**config.mk**
```make
export PLATFORM = sky130hd
export DESIGN_NAME = lvt_read_mux
export DESIGN_NICKNAME = d
export VERILOG_FILES = /design/src/rtl/lvt_read_mux.sv
export SDC_FILE = /design/constraint.sdc
export NUM_CORES = 1
export LEC_CHECK = 0
export ABC_AREA = 1
export ABC_CLOCK_PERIOD_IN_PS = 1200
export BUFFER_PORTS_ARGS = -buffer_cell sky130_fd_sc_hd__buf_2
export CORE_MARGIN = 2
export CORE_UTILIZATION = 35
export CTS_CLUSTER_DIAMETER = 120
export DETAILED_ROUTE_END_ITERATION = 8
export PLACE_DENSITY = 0.67
export SLEW_MARGIN = 15
export SYNTH_ARGS = -nofsm -noshare
export SYNTH_HDL_FRONTEND = slang
export SYNTH_SLANG_ARGS = --single-unit
```
**constraint.sdc**
```tcl
create_clock -name clk -period 1.2 [get_ports clk]
set_clock_uncertainty 0.1 [all_clocks]
set_input_delay 0.24 -clock clk [delete_from_list [all_inputs] [get_ports clk]]
set_output_delay 0.24 -clock clk [all_outputs]
set_load 0.02 [all_outputs]
```
**src/rtl/lvt_read_mux.sv**
```systemverilog
// Read side of an LVT multi-ported memory. It selects the live bank word for each read port
// and bypasses same-cycle writes. Each read port has two registered stages and a valid flag.
module lvt_read_mux #(
  parameter int MEMD    = 16,
  parameter int DATAW   = 32,
  parameter int nRPORTS = 2,
  parameter int nWPORTS = 2,
  parameter int BYPASS  = 1,
  localparam int ADDRW  = $clog2(MEMD),
  localparam int LVTW   = (nWPORTS > 1) ? $clog2(nWPORTS) : 1
) (
  input  logic                         clk,
  input  logic                         rst,
  input  logic [nWPORTS-1:0]           WEnb,
  input  logic [ADDRW*nWPORTS-1:0]     WAddr,
  input  logic [DATAW*nWPORTS-1:0]     WData,
  input  logic [nRPORTS-1:0]           RReq,
  input  logic [ADDRW*nRPORTS-1:0]     RAddr,
  input  logic [LVTW*nRPORTS-1:0]      RBank,
  input  logic [DATAW*nWPORTS*nRPORTS-1:0] BankData,
  output logic [DATAW*nRPORTS-1:0]     RData,
  output logic [nRPORTS-1:0]           RVld
);

  logic [nRPORTS-1:0] v1_q, v1_d;
  logic [nRPORTS-1:0] byp1_q, byp1_d;
  logic [nRPORTS-1:0] rvld_q, rvld_d;
  logic [DATAW-1:0]   bd1_q [nRPORTS];
  logic [DATAW-1:0]   bd1_d [nRPORTS];
  logic [DATAW-1:0]   rdata_q [nRPORTS];
  logic [DATAW-1:0]   rdata_d [nRPORTS];
  logic [DATAW-1:0]   sel [nRPORTS];

  always_comb begin
    for (int p = 0; p < nRPORTS; p++) begin
      v1_d[p]   = RReq[p];
      byp1_d[p] = 1'b0;
      bd1_d[p]  = '0;
      // Higher write ports are checked later and override lower ones, the same order the LVT uses.
      if (BYPASS != 0 && RReq[p]) begin
        for (int w = 0; w < nWPORTS; w++) begin
          if (WEnb[w] && (WAddr[w*ADDRW +: ADDRW] == RAddr[p*ADDRW +: ADDRW])) begin
            byp1_d[p] = 1'b1;
            bd1_d[p]  = WData[w*DATAW +: DATAW];
          end
        end
      end

      // An out-of-range bank index falls back to bank 0.
      sel[p] = BankData[(p*nWPORTS)*DATAW +: DATAW];
      for (int w = 0; w < nWPORTS; w++) begin
        if (RBank[p*LVTW +: LVTW] == LVTW'(w))
          sel[p] = BankData[(p*nWPORTS+w)*DATAW +: DATAW];
      end
      if (byp1_q[p])
        sel[p] = bd1_q[p];

      rdata_d[p] = v1_q[p] ? sel[p] : rdata_q[p];
      rvld_d[p]  = v1_q[p];
    end
  end

  always_ff @(posedge clk) begin
    if (rst) begin
      v1_q   <= '0;
      byp1_q <= '0;
      rvld_q <= '0;
      for (int p = 0; p < nRPORTS; p++) begin
        bd1_q[p]   <= '0;
        rdata_q[p] <= '0;
      end
    end else begin
      v1_q   <= v1_d;
      byp1_q <= byp1_d;
      rvld_q <= rvld_d;
      for (int p = 0; p < nRPORTS; p++) begin
        bd1_q[p]   <= bd1_d[p];
        rdata_q[p] <= rdata_d[p];
      end
    end
  end

  always_comb begin
    RData = '0;
    for (int p = 0; p < nRPORTS; p++)
      RData[p*DATAW +: DATAW] = rdata_q[p];
  end

  assign RVld = rvld_q;

endmodule

```
==> results of run 1 <==
==> tightest hold or removal path, stage by stage <==
cell and delay (ns):
buf_2 0.09, o21ai_1 0.06, nor2_1 0.09
==> metrics by stage <==
step / hold slack [ns] / power (mW) / TNS (ns)
after detailed placement: 0.396 / 6.81 / -16.27
final: 0.0167 / 11.9 / -0.0769
after global routing: 0.0159 / 12.5 / -2.27
after floorplan: 0.212 / 5.91 / -0.862
after CTS: 0.000742 / 12.0 / -1.25
after global placement: 0.382 / 6.79 / -14.89
==> per-layer routing <==
metal | up-vias | global-route usage, % | wire length, µm
li1 | 3783 | - | -
met1 | 3282 | 27.0 | 9160
met2 | 254 | 38.0 | 10500
met3 | 16 | 5.43 | 1700
met4 | 0 | 5.53 | 196
met5 | - | 0 | 0
==> area by class of cell <==
type / count / area share (%)
clock buffer: 23 / 4.99
tap: 234 / 3.00
multi-input combinational: 640 / 32.0
timing repair buffer: 342 / 25.1
inverter: 145 / 5.83
sequential: 134 / 28.3
clock inverter: 9 / 0.768
==> flip-flops by register name, indices dropped and copies added (netlist names) <==
register,cells
byp1_q,2
rdata_q,64
bd1_q,64
RVld,2
rvld_d,2
==> report_power, final <==
part / switching (mW) / internal (mW) / total (mW)
combinational: 1.20 / 1.02 / 2.22
clock: 1.85 / 3.04 / 4.90
sequential: 0.111 / 4.67 / 4.78
==> worst max-delay path by stage <==
stage / startpoint / to / cells after the start
after detailed placement: RAddr[2] / bd1_q[0][2] / 9
final: rdata_q[0][37] / RData[37] / 1
after floorplan: WAddr[5] / bd1_q[0][44] / 9
after global placement: WAddr[5] / bd1_q[0][2] / 9
after global routing: rdata_q[0][37] / RData[37] / 1
after CTS: rdata_q[0][37] / RData[37] / 1
==> logic make-up after synthesis <==
logic type	share of synthesized area, %
buffers and inverters	12.6
xor gates and xnor gates	0.265
AOI/OAI and AO/OA	24.9
DFF	40.5
and+or+nand+nor	21.8
==> cell usage in the layout, fill, tap and decap left out, types with 2 or more instances in the layout <==
master         netlist  final
clkinvlp_4           0      2
buf_4                0     33
buf_6                4     68
o21ai_1              7     40
inv_4                0      3
nand2_2              1     11
inv_2                4      4
nor2_1             147    147
inv_1              140    135
nand3_2              2      2
clkbuf_8             0      4
dfxtp_2              0     66
nand3_4              2      2
xnor2_1              2      2
nand4_1             23     23
clkbuf_16            0     17
clkinv_2             1      6
nor2_4               4      4
clkbuf_1            48      2
nor2_2               9      9
dfxtp_1            134     68
dlygate4sd3_1        0     16
o211ai_1            64     64
buf_2                8    215
a21oi_1            128    128
buf_12               0     10
o21ai_0             98     65
nand2_1            152    142
==> repair_timing <==
item,4_1_cts,5_1_grt
cloned,0,0
endpoints found under the hold margin,18,0
endpoints found under the setup margin,66,68
gates resized for setup,197,3
hold buffers,16,0
setup buffers,0,1
==> flow_summary.ini, run 1 <==
[yosys]
yosysMostFrequentCell = nand2_1
synth_edf_count = 0
yosysWarnings = 0
synth.top_cell.area_share_pct = 40.5
async_flop_share_pct = 0
synth_flop_cell = dfxtp_1
synth_cell_types = 22
synth_top_cells_by_count = nand2_1, nor2_1, inv_1
synth_area_leaders = dfxtp_1, a21oi_1, nand2_1
synth_area_mm2 = 0.00662
synth_top_cell_by_area = dfxtp_1
synthCells = 985
synth-seq-cells = 134
syn_nets = 1201
avgSynthCellArea_um2 = 6.72
seq_area_frac_synth_pct = 40.5

[cells_and_area]
fillers = 1872
multi_input_area_mm2 = 0.00313
area_growth_pct = 47.6
stdcell_area_mm2 = 0.00977
diodes = 0
finalNonFillerCells = 1527
fin_util_pct = 52.4
nets = 1496
layout-drive-gt1-share_pct = 35.7
seq_area_mm2 = 0.00277

[worst_setup_path]
timing.critical_path.cells = buf_6
cp-end-kind = output port
r2r-end = rdata_q[0][47]
crit_arrival_ns = 0.87
critical_path.max_fanout = 2
crit_family = flip-flops
crit_buf_inv = 1
slowest_stage = dfxtp_2
worstRegToRegCells = 4
critPathRequiredTime_ns = 0.86
regToRegSetupSlack_ns = 0.10
reg2reg_from = rvld_d[1]
start_kind = register
path_class = register to output port
critPathMaxStageDelay_ns = 0.34

[power_and_ir_drop]
leakagePower_nw = 4.95
power.density_mw_per_mm2 = 1220
ir_drop_uv = 779

[global_route]
grt_antenna_before_repair = 0
grt_overflow = 0
grt_max_degree = 34
grt_usage_pct = 21.8
grt_pass1_wl_mm = 34.4
grt_pass1_vias = 7250

[placement]
placed_area_mm2 = 0.00854
place.gp.congestion = 0.936
dp_hpwl_mm = 16.9
io_buffer_count = 281
dp_slack_ns = -0.300
dp_cells = 1478

[clock_network]
cts_tree = built
numCtsBuffers = 17
cts-root-buf = clkbuf_16
clk-insertion-delay-late_ns = 0.41
path_clk_slew_ns = 0.06
clock_path_buffers = 2
cts_sinks = 134
cts_max_level = 4

[run]
maxCapViolCount = 0

[sta]
rsz0062_at_grt = true
slew_viol_final = 0
finalHoldViolations = 0
fmax_ghz = 0.824
fin_crit_ns = 1.21
finalSetupViolations = 23
maxSlewHeadroom_pct = 80.6
tightest_slew_ns = 0.291
fin_ws_ns = -0.0134
period_share_pct = 101

[min_path]
holdPathEnd = bd1_q[0][31]
hold_start = WData[63]
worstHoldPathCells = 3
hold_class = input port to register

[floorplan]
ios = 282
start_util_pct = 35.5
rows = 50
die-width_um = 142
coreArea_mm2 = 0.0186
die_h_um = 142
dieArea_mm2 = 0.0200

[route]
viasPerCell = 4.80
drc = 0
drt-initial-drc-count = 376
dr.pass1.iters = 5
wl_per_cell_um = 14.1
drt_wl_total_mm = 21.5
vias = 7335
postRouteAntennaNets = 0

[outcome]
violations = setup timing
status = complete, but fails checks
(Power assumes the default switching activity.)
==> run 2, diff against run 1 <==
CTS_BUF_LIST = sky130_fd_sc_hd__clkbuf_4   (was default)
==> flow_summary.ini, run 2 (synthesized netlist as in run 1, its figures left out) <==
[cells_and_area]
stdcell_area_mm2 = 0.0112
fin_util_pct = 60.2
layout_common_cells = buf_2, dlygate4sd3_1, nor2_1
mostFrequentLayoutCell = buf_2
top_regs = bd1_q: 64 flops, rdata_q: 64 flops
layout-drive-gt1-share_pct = 31.3
nets = 1674
finalNonFillerCells = 1707
area_growth_pct = 69.6

[worst_setup_path]
regToRegSetupSlack_ns = 0.07
critPathRequiredTime_ns = 0.86
slowest_stage = dfxtp_2
r2r-end = rdata_q[0][47]
crit_buf_inv = 1
worstRegToRegCells = 4
cp-end-kind = output port
crit_arrival_ns = 1.02
start_kind = register
critical_path.max_fanout = 2
reg2reg_from = rvld_d[1]
path_class = register to output port
critPathMaxStageDelay_ns = 0.36
crit_family = flip-flops
timing.critical_path.cells = buf_6

[placement]
dp_hpwl_mm = 16.9
dp_slack_ns = -0.300
io_buffer_count = 281
place.gp.congestion = 0.936
dp_cells = 1478
placed_area_mm2 = 0.00854

[floorplan]
die_h_um = 142
start_util_pct = 35.5
dieArea_mm2 = 0.0200
coreArea_mm2 = 0.0186
rows = 50
ios = 282
die-width_um = 142

[clock_network]
cts_max_level = 4
numCtsBuffers = 17
clock_path_buffers = 2
cts-root-buf = clkbuf_4
clk-insertion-delay-late_ns = 0.53
cts_sinks = 134
cts_tree = built
path_clk_slew_ns = 0.11

[global_route]
grt_overflow = 0
grt_max_degree = 34
grt_usage_pct = 25.0
grt_antenna_before_repair = 1
grt_pass1_wl_mm = 39.7
grt_pass1_vias = 8448

[outcome]
violations = setup timing
status = complete, but fails checks

[sta]
fin_ws_ns = -0.156
fmax_ghz = 0.738
maxSlewHeadroom_pct = 80.3
period_share_pct = 113
fin_crit_ns = 1.36
rsz0062_at_grt = true
tightest_slew_ns = 0.295
finalSetupViolations = 66
slew_viol_final = 0
totalNegativeSetupSlack_ns = -8.85
finalHoldViolations = 0
holdWs_ns = 0.0821

[min_path]
holdPathEnd = bd1_q[0][52]
worstHoldPathCells = 5
hold_class = input port to register
hold_start = RReq[1]

[power_and_ir_drop]
power.density_mw_per_mm2 = 899
power.total_mw = 10.1
ir_drop_uv = 465
leakagePower_nw = 5.55

[run]
maxCapViolCount = 0

[route]
postRouteAntennaNets = 0
drc = 0
wl_per_cell_um = 14.8
vias = 8195
viasPerCell = 4.80
drt-initial-drc-count = 362
dr.pass1.iters = 5
drt_wl_total_mm = 25.2
## run 2: changes by cell type in the layout (fill, tap and decap cells not counted)
cell,previous run,this run
nand2_2,11,12
clkbuf_16,17,0
clkbuf_8,4,0
dlygate4sd3_1,16,194
diode_2,0,2
clkinv_1,0,4
nand2_1,142,141
clkbuf_4,0,19
clkbuf_1,2,0
## run 2: worst max-delay path by stage
stage                   startpoint            to  slack [ns]  cells past startpoint
floorplan                 WAddr[5]  bd1_q[0][44]       -0.07                      9
global placement          WAddr[5]   bd1_q[0][2]       -0.29                      9
detailed placement        RAddr[2]   bd1_q[0][2]       -0.30                      9
CTS                 rdata_q[0][37]     RData[37]       -0.20                      1
global route        rdata_q[0][41]     RData[41]       -0.23                      1
finish              rdata_q[0][37]     RData[37]       -0.16                      1
## run 2: power breakdown
part	internal [mW]	switching, mW	total, mW
clock network	1.02	1.58	2.60
logic	1.40	1.32	2.72
registers	4.66	0.112	4.78
## run 2: metal layers
| metal | track usage (%) | vias to the layer above | wire length, µm |
|---|---|---|---|
| met5 | 0 | - | 0 |
| met3 | 4.62 | 58 | 1540 |
| met1 | 28.9 | 3693 | 10300 |
| met2 | 45.2 | 304 | 12600 |
| li1 | - | 4140 | - |
| met4 | 10.7 | 0 | 716 |
## run 2: layout make-up
type	count	area (µm²)
Clock buffer	19	143
Multi-Input combinational cell	640	3130
Antenna cell	2	5.00
Tap cell	234	293
Timing Repair Buffer	520	4230
Clock inverter	13	90.1
Inverter	145	569
Fill cell	1648	7410
Sequential cell	134	2770
## run 2: timing repair
item                                   in CTS  in global routing
endpoints found under the hold margin     131                  0
setup endpoints to repair                  66                 73
resized for setup                         198                  3
setup buffers                               0                  1
pin swaps                                   0                  0
hold buffers                              194                  0
==> run 3, diff against run 2 <==
SKIP_CTS_REPAIR_TIMING = 1   (was default)
==> flow_summary.ini, run 3 (synthesized netlist as in run 1, its figures left out) <==
[outcome]
status = complete, but fails checks
violations = hold timing, setup timing

[cells_and_area]
mostFrequentLayoutCell = buf_2
top_regs = bd1_q: 64 flops, rdata_q: 64 flops
nets = 1662
layout_common_cells = buf_2, dlygate4sd3_1, nor2_1
seq_area_mm2 = 0.00277
fillers = 1682
layout-drive-gt1-share_pct = 31.4
area_growth_pct = 67.8
multi_input_area_mm2 = 0.00313

[route]
wl_per_cell_um = 14.8
postRouteAntennaNets = 0
drt-initial-drc-count = 392
drt_wl_total_mm = 25.1
drc = 0
viasPerCell = 4.81
vias = 8153
dr.pass1.iters = 5

[worst_setup_path]
worstRegToRegCells = 4
crit_family = flip-flops
timing.critical_path.cells = buf_6
critPathRequiredTime_ns = 0.86
crit_buf_inv = 1
slowest_stage = dfxtp_2
startpoint = rdata_q[0][37]
critPathMaxStageDelay_ns = 0.36
cp-end-kind = output port
crit_arrival_ns = 1.02
reg2reg_from = rvld_d[1]
path_class = register to output port
regToRegSetupSlack_ns = 0.07
critical_path.max_fanout = 2
r2r-end = rdata_q[0][47]
start_kind = register

[sta]
period_share_pct = 113
holdWs_ns = -0.0254
slew_viol_final = 0
fmax_ghz = 0.735
fin_crit_ns = 1.36
finalSetupViolations = 66
tightest_slew_ns = 0.303
rsz0062_at_grt = true
fin_ws_ns = -0.161
maxSlewHeadroom_pct = 79.8
totalNegativeSetupSlack_ns = -9.12
finalHoldViolations = 7

[floorplan]
die_h_um = 142
ios = 282
rows = 50
dieArea_mm2 = 0.0200
die-width_um = 142
start_util_pct = 35.5
coreArea_mm2 = 0.0186

[clock_network]
clk-insertion-delay-late_ns = 0.54
cts_max_level = 4
cts-root-buf = clkbuf_4
cts_sinks = 134
cts_tree = built
numCtsBuffers = 17
path_clk_slew_ns = 0.11
clock_path_buffers = 2

[global_route]
grt_pass1_wl_mm = 33.3
grt_overflow = 0
grt_usage_pct = 21.1
grt_antenna_before_repair = 1
grt_pass1_vias = 6990
grt_max_degree = 34

[power_and_ir_drop]
leakagePower_nw = 5.49
power.total_mw = 10.1
power.density_mw_per_mm2 = 907
ir_drop_uv = 463

[placement]
dp_hpwl_mm = 16.9
io_buffer_count = 281
place.gp.congestion = 0.936

[min_path]
worstHoldPathCells = 5
hold_class = input port to register
hold_start = WData[11]
holdPathEnd = bd1_q[0][43]

[run]
maxCapViolCount = 0
-- run 3: how the worst max path moves through the flow --
stage | end | slack [ns] | depth (start not counted)
2_1_floorplan | bd1_q[0][44] | -0.07 | 9
3_5_place_dp | bd1_q[0][2] | -0.30 | 9
6_report | RData[37] | -0.16 | 1
3_3_place_gp | bd1_q[0][2] | -0.29 | 9
4_1_cts | RData[37] | -0.26 | 1
5_1_grt | RData[41] | -0.23 | 1
-- run 3: layer usage --
layer	global-route usage (%)	up-vias	wire length, µm
met3	4.83	63	1700
met5	0	-	0
li1	-	4110	-
met4	6.89	0	722
met2	36.1	311	12500
met1	26.3	3669	10200
-- run 3: stage by stage --
stage / utilization (%) / cell area (µm²) / hold WS, ns / worst slack, ns / std cells
after floorplan: - / 6710 / 0.212 / -0.0680 / 985
after global placement: 45.8 / 8540 / 0.382 / -0.292 / 1478
after detailed placement: 45.8 / 8540 / 0.396 / -0.300 / 1478
after CTS: 47.0 / 8770 / -0.190 / -0.260 / 1510
after global routing: 59.6 / 11100 / 0.00380 / -0.229 / 1694
final: 59.6 / 11100 / -0.0254 / -0.161 / 1694
-- run 3: report_power, final --
part           leakage (nW)  total [mW]  switching, mW  internal (mW)
Combinational          4.24        2.69           1.31           1.38
Clock                 0.132        2.60           1.58           1.02
Sequential             1.12        4.78          0.113           4.66
-- run 3: worst register-to-register path, stage by stage, from the launching register on --
cell,delay [ns]
dfxtp_1,0.35
inv_1,0.08
buf_4,0.20
a21oi_1,0.19
a21oi_1,0.10
-- run 3: area by class of cell --
| class | instances | share of cell area [%] |
|---|---|---|
| timing repair buffer | 508 | 37.0 |
| clock buffer | 19 | 1.28 |
| inverter | 145 | 5.13 |
| multi-input combinational | 640 | 28.2 |
| antenna | 1 | 0.0225 |
| tap | 234 | 2.64 |
| sequential | 134 | 24.9 |
| clock inverter | 13 | 0.811 |
